[config.mk]
export PLATFORM = sky130hd
export DESIGN_NAME = alu_issue_stage
export DESIGN_NICKNAME = d
export VERILOG_FILES = /design/src/rtl/alu_issue_stage.sv
export SDC_FILE = /design/constraint.sdc
export NUM_CORES = 1
export LEC_CHECK = 0
export ABC_AREA = 1
export ABC_CLOCK_PERIOD_IN_PS = 1920
export BUFFER_PORTS_ARGS = -buffer_cell sky130_fd_sc_hd__buf_2
export CAP_MARGIN = 20
export CORE_MARGIN = 2
export CORE_UTILIZATION = 53
export CTS_BUF_LIST = sky130_fd_sc_hd__clkbuf_4
export CTS_CLUSTER_SIZE = 14
export DETAILED_ROUTE_END_ITERATION = 16
export PLACE_DENSITY = 0.89
export SKIP_CTS_REPAIR_TIMING = 1
export SLEW_MARGIN = 20
export SYNTH_ARGS = -nofsm -noshare
export SYNTH_HDL_FRONTEND = slang
export SYNTH_SLANG_ARGS = --single-unit
export TNS_END_PERCENT = 30
[constraint.sdc]
create_clock -name clk -period 1.92 [get_ports clk]
set_clock_uncertainty 0.2 [all_clocks]
set_input_delay 0.288 -clock clk [delete_from_list [all_inputs] [get_ports clk]]
set_output_delay 0.288 -clock clk [all_outputs]
set_load 0.05 [all_outputs]
[src/rtl/alu_issue_stage.sv]
// Issue stage wrapped around the external combinational 4-bit ALU.
// Buffers commands in a FIFO, issues them one at a time and holds each result until the consumer takes it.
module alu_issue_stage #(
    parameter int DEPTH = 4,
    parameter int ERR_W = 8
) (
    input  logic             clk,
    input  logic             rst_n,
    input  logic             in_valid,
    output logic             in_ready,
    input  logic [3:0]       in_a,
    input  logic [3:0]       in_b,
    input  logic [3:0]       in_sel,
    input  logic             in_use_acc,
    output logic [3:0]       alu_a,
    output logic [3:0]       alu_b,
    output logic [3:0]       alu_sel,
    input  logic [4:0]       alu_out,
    output logic             res_valid,
    input  logic             res_ready,
    output logic [4:0]       res_data,
    output logic [3:0]       res_sel,
    output logic             res_zero,
    output logic [ERR_W-1:0] err_cnt
);

    localparam int PTR_W = (DEPTH > 1) ? $clog2(DEPTH) : 1;
    localparam int CNT_W = PTR_W + 1;

    typedef struct packed {
        logic       use_acc;
        logic [3:0] sel;
        logic [3:0] b;
        logic [3:0] a;
    } cmd_t;

    cmd_t             mem [DEPTH];
    logic [PTR_W-1:0] wr_ptr;
    logic [PTR_W-1:0] rd_ptr;
    logic [CNT_W-1:0] count;
    logic [3:0]       acc;

    cmd_t head;
    logic full;
    logic empty;
    logic push;
    logic issue;

    assign head  = mem[rd_ptr];
    assign full  = (count == CNT_W'(DEPTH));
    assign empty = (count == '0);

    // in_ready looks only at the registered count, so a pop in the same cycle never frees a slot early.
    assign in_ready = !full;
    assign push     = in_valid && !full;
    assign issue    = !empty && (!res_valid || res_ready);

    // NOTE: every output of a combinational block gets a default first; otherwise an unassigned path infers a latch.
    always_comb begin
        alu_a   = '0;
        alu_b   = '0;
        alu_sel = '0;
        if (!empty) begin
            alu_a   = head.use_acc ? acc : head.a;
            alu_b   = head.b;
            alu_sel = head.sel;
        end
    end

    // NOTE: the command storage has no reset; the pointers and count alone decide which entries are live.
    always_ff @(posedge clk) begin
        if (push) begin
            mem[wr_ptr] <= '{use_acc: in_use_acc, sel: in_sel, b: in_b, a: in_a};
        end
    end

    // NOTE: sequential state uses non-blocking assignments so every register samples pre-edge values.
    always_ff @(posedge clk or negedge rst_n) begin
        if (!rst_n) begin
            wr_ptr <= '0;
            rd_ptr <= '0;
            count  <= '0;
        end else begin
            if (push) begin
                wr_ptr <= wr_ptr + PTR_W'(1);
            end
            if (issue) begin
                rd_ptr <= rd_ptr + PTR_W'(1);
            end
            case ({push, issue})
                2'b10:   count <= count + CNT_W'(1);
                2'b01:   count <= count - CNT_W'(1);
                default: count <= count;
            endcase
        end
    end

    // Result slot: refilled on issue, otherwise cleared only when consumed; payload holds after consumption.
    always_ff @(posedge clk or negedge rst_n) begin
        if (!rst_n) begin
            res_valid <= 1'b0;
            res_data  <= '0;
            res_sel   <= '0;
            res_zero  <= 1'b1;
            acc       <= '0;
        end else if (issue) begin
            res_valid <= 1'b1;
            res_data  <= alu_out;
            res_sel   <= head.sel;
            res_zero  <= (alu_out == 5'd0);
            acc       <= alu_out[3:0];
        end else if (res_valid && res_ready) begin
            res_valid <= 1'b0;
        end
    end

    always_ff @(posedge clk or negedge rst_n) begin
        if (!rst_n) begin
            err_cnt <= '0;
        end else if (issue && (head.sel >= 4'd13) && (err_cnt != '1)) begin
            err_cnt <= err_cnt + ERR_W'(1);
        end
    end

endmodule

---- After elaboration in Yosys (flattened, before gate mapping) ----
Memory sizes are Yosys's and may differ from the RTL's.
Cells that the tools add are included.
cells by class
  $add $sub $neg .......................... 5
  magnitude comparators ................... 1
  equal/unequal tests ..................... 4
  mux-type cells .......................... 9
  reduce and logical (&&, ||, !) cells .... 13
operators with widths
  operator                                                             count
  4-bit two-way mux                                                    4
  8-bit by 1-bit adder with 8-bit output (second input constant)       1
  8-bit != test (second input constant)                                1
  3-bit case mux with 2 select lines                                   1
  1-bit logical AND                                                    5
  5-bit zero test                                                      1
  2-bit by 1-bit adder with 2-bit output (second input constant)       2
  4-bit greater-or-equal comparator (second input constant)            1
  1-bit two-way mux                                                    4
  2-bit nonzero test                                                   2
  3-bit by 1-bit adder with 3-bit output (second input constant)       1
  3-bit == test (second input constant)                                1
  1-bit zero test                                                      3
  3-bit zero test                                                      1
  3-bit by 1-bit subtractor with 3-bit output (second input constant)  1
  2-bit by 1-bit == test with 1-bit output (second input constant)     1
  2-bit == test (second input constant)                                1
  1-bit logical OR                                                     1
storage, ports and cells
  flip-flop bits (word level) ............. 30
  memory bits (writable) .................. 52
  input port bits ......................... 22
  logic and storage cells ................. 42
  memories ................................ 1
memories
  name  words  bits a word  rd ports  clocked after memory_dff  write ports  line  text
  mem   4      13           1         0                         1            37    cmd_t mem [DEPTH];

---- Logic depth before layout (Yosys ltp) ----
  word-level depth ........................ 5
  gate-level depth with buffers ........... 10
  depth with buffers taken out ............ 9

---- Least setup slack after synthesis ----
OpenSTA, ideal clock, no wires.
  kind .................................... flip-flop to flip-flop
  start ................................... register count[0]
  end ..................................... register count[2]
  arrival ................................. 2194 ps
  slack ................................... -605 ps
  cell stages (with the launch flop) ...... 10
  path buffers ............................ 0
  clock period less this slack ............ 2525 ps
  path through ............................ dfrtp_1 nor2_2 nand2_1 nand2_1 ha_1 inv_1 fa_1 a21oi_1 o21ai_0 xor2_1
on the way
  word-level cells in the longest chain between the ends .. 5
  elaborated cells on any way between the ends .. 12
  classes of those cells .................. add/sub: 2; eq/ne: 3; mux: 1; reduce/logical: 6
RTL lines
  element                                                                           line  text
  from (decl)                                                                       40    logic [CNT_W-1:0] count;
  from (signal assigned)                                                            91    2'b10: count <= count + CNT_W'(1);
  from (signal assigned)                                                            92    2'b01: count <= count - CNT_W'(1);
  from (signal assigned)                                                            93    default: count <= count;
  3-bit == test *                                                                   50    assign full = (count == CNT_W'(DEPTH));
  1-bit zero test *                                                                 --
  net in_ready                                                                      10    output logic in_ready,
  1-bit logical AND *                                                               55    assign push = in_valid && !full;
  2-bit by 1-bit == test with 1-bit output / 2-bit == test (equally long branches)  90    case ({push, issue})
  3-bit case mux with 2 select lines / 2-bit nonzero test (equally long branches)   --
Mark *: on every way through the listed nets, which the timed path passes. The rest lies on a longest branch.
A chain may end at the register's enable or synchronous reset.

---- Worst setup path after layout ----
  start ................................... register rd_ptr[0]
  end ..................................... output alu_a[3]
on the way
  word-level cells in the longest chain between the ends .. 3
RTL lines
  element                 line  text
  from (decl)             39    logic [PTR_W-1:0] rd_ptr;
  from (signal assigned)  88    rd_ptr <= rd_ptr + PTR_W'(1);
  memory read 4 x 13 bit  --
  4-bit two-way mux       64    alu_a = head.use_acc ? acc : head.a;
  4-bit two-way mux       63    if (!empty) begin
  to (decl)               15    output logic [3:0] alu_a,
Every way passes these cells.

==> results.cfg <==
[status]
status = complete, but fails checks
violations = negative setup slack

[cts]
h-tree-depth = 3
clk_latency_ps = 420
root_buffer = clkbuf_4
clockBufferDepth = 2
cts.sinks = 78
cts.clk_slew.worst_paths_ps = 120
cts_buffers = 9
cts_tree = built

[detailed_routing]
vias = 2658
route.detailed.drc = 0
vias_per_cell = 5.17
wl_um = 7730
firstDrtPassIters = 4
drtIter0Drc = 101
wl_per_cell_um = 15.0
antenna_left = 0

[die]
die_height_um = 84.7
initial_utilization = 0.547
core_area_sq_mm = 0.00631
ios = 54
die_x_um = 84.7
rows = 29
dieArea_sq_mm = 0.00718

[yosys]
yosys_warnings = 0
synthCells = 321
synth.distinct_cells = 34
syn_nets = 350
synth_area_per_cell_sq_um = 10.8
synthesis.area_sq_mm = 0.00345
synth_seq_area_share = 0.641
ys_ff_latch = 78

[placement]
place_ws_ps = -99.3
place.detailed.hpwl_um = 5070
gp_congestion = 0.753
numPortBuffers = 53

[hold_path]
min_path_type = input port to flop

[final_layout]
final_layout_size_suffix_gt1_frac = 0.355
diodes = 0
fin_nets = 461
multi_input_area_sq_mm = 0.00128
area_growth_pct = 37.3
seq_area_sq_mm = 0.00222
fillers = 410

[power_and_ir_drop]
power_density_mw_per_mm2 = 1900
ir_drop_mv = 1.38
p_leak_nw = 2.06

[global_route]
grt_pass1_vias = 2497
grt_start_max_net_pins = 27
antenna_found_initial = 0
grt_pass1_wl_um = 11500
grt-ovfl-total = 0
grtUsageTotal = 0.209

[sta]
tightest_slew_ps = 568
hold_viol_final = 0
final-setup-viol-count = 13
timing.slew.headroom = 0.621
fin_crit_ps = 2260
fin_crit_sh = 1.18
slew_violations = 0
clock.fmax_mhz = 442
holdWs_ps = 86.5
grt_setup_unrepaired = true
fin_ws_ps = -344

[setup_path]
criticalPathCategory = flop to output pin
r2r_slack_ps = -130
cp.required_ps = 1430
cp-start-kind = flop
cp.arrival_ps = 1780
end_kind = output pin
crit_fanout = 7

[job]
max-cap-violations = 0
per-layer routing:
| layer | wire length [um] | share of wire | GRT usage | vias to the layer above |
|---|---|---|---|---|
| li1 | - | - | - | 1289 |
| met1 | 3200 | 0.41 | 0.254 | 1274 |
| met2 | 4030 | 0.52 | 0.355 | 84 |
| met3 | 396 | 0.051 | 0.0610 | 11 |
| met4 | 102 | 0.013 | 0.0794 | 0 |
| met5 | 0 | 0 | 0 | - |
logic make-up after synthesis:
logic type	count (synthesis)	synth area share
adders and majority gates	7	0.0275
AOI/OAI and AO/OA	36	0.0580
xor gates and xnor gates	8	0.0203
DFF	78	0.641
buffers and inverters	37	0.0529
and+or+nand+nor	155	0.200
area by class of cell:
| type | count | share of cell area |
|---|---|---|
| repair buffers | 107 | 0.188 |
| repair inverters | 1 | 0.00158 |
| clock inverters | 7 | 0.0135 |
| well taps | 77 | 0.0203 |
| clock buffers | 9 | 0.0143 |
| multi-input cells | 206 | 0.270 |
| inverters | 29 | 0.0253 |
| flip-flops and latches | 78 | 0.468 |
through the flow:
stage / util / setup TNS (ps) / cell area [sq um] / cells / total power [mW]
6_report: 0.751 / -3820 / 4740 / 514 / 8.99
5_1_grt: 0.751 / -5440 / 4740 / 514 / 9.48
4_1_cts: 0.674 / -6070 / 4260 / 488 / 8.11
3_5_place_dp: 0.653 / -207 / 4130 / 472 / 7.18
3_3_place_gp: 0.653 / -44.4 / 4130 / 472 / 7.01
2_1_floorplan: - / -1460 / 3560 / 321 / 5.85
final timing paths:
| check | startpoint | endpoint | cells after the start |
|---|---|---|---|
| max in group asynchronous | rst_n | res_valid | 2 |
| hold / removal | in_valid | wr_ptr[0] | 4 |
| hold reg to reg | res_sel[1] | res_sel[1] | 2 |
| setup / recovery | rd_ptr[0] | alu_a[3] | 7 |
| setup reg to reg | count[0] | count[2] | 9 |
| min in group asynchronous | rst_n | res_data[0] | 2 |
power breakdown:
group          switching, mW  internal, mW  leakage, nW  total (mW)
clock                  0.553         0.388       0.0712       0.942
sequential             0.296          2.25        0.791        2.55
combinational           3.47          2.03         1.20        5.50
total                   4.32          4.67         2.06        8.99
critical path, stage by stage, from the launching register on:
cell,delay (ps)
dfrtp_2,480
clkinv_4,140
nand2_2,110
nand3_4,90
nand2_8,120
o21ai_2,80
a31oi_4,150
buf_6,180
state kept, by name, summed over array words and instances (netlist names):
| register | flops |
|---|---|
| rd_ptr | 2 |
| mem | 52 |
| res_data | 5 |
| res_valid | 1 |
| wr_ptr | 2 |
| count | 3 |
| err_cnt | 8 |
| res_zero | 1 |
| res_sel | 4 |
cell usage in the layout, fill, tap and decap left out, drive strengths merged, types with 4 or more instances in the layout:
master	n
buf	86
nand2	75
nor2	53
edfxtp	52
inv	28
dfrtp	25
o21ai	24
nand3	23
dlygate4sd3	20
clkbuf	10
a21oi	7
ha	6
xor2	5
clkinv	5
a31oi	4
cells in the mapped netlist, drive strengths merged:
library cell / instances / area, sq um
inv: 28 / 110
xor2: 5 / 43.8
ha: 6 / 75.1
o21ai: 24 / 120
nand3b: 1 / 7.51
buf: 7 / 65.1
edfxtp: 52 / 1560
clkbuf: 1 / 3.75
nor2: 53 / 228
nor3: 1 / 5.00
dfrtp: 25 / 626
nand2: 75 / 304
xnor2: 3 / 26.3
fa: 1 / 20.0
a22o: 1 / 8.76
dfstp: 1 / 26.3
clkinv: 1 / 3.75
nor4: 1 / 6.26
a21oi: 7 / 46.3
nand3: 23 / 135
nand4: 1 / 6.26
a31oi: 4 / 25.0
(Power assumes the default switching activity.)
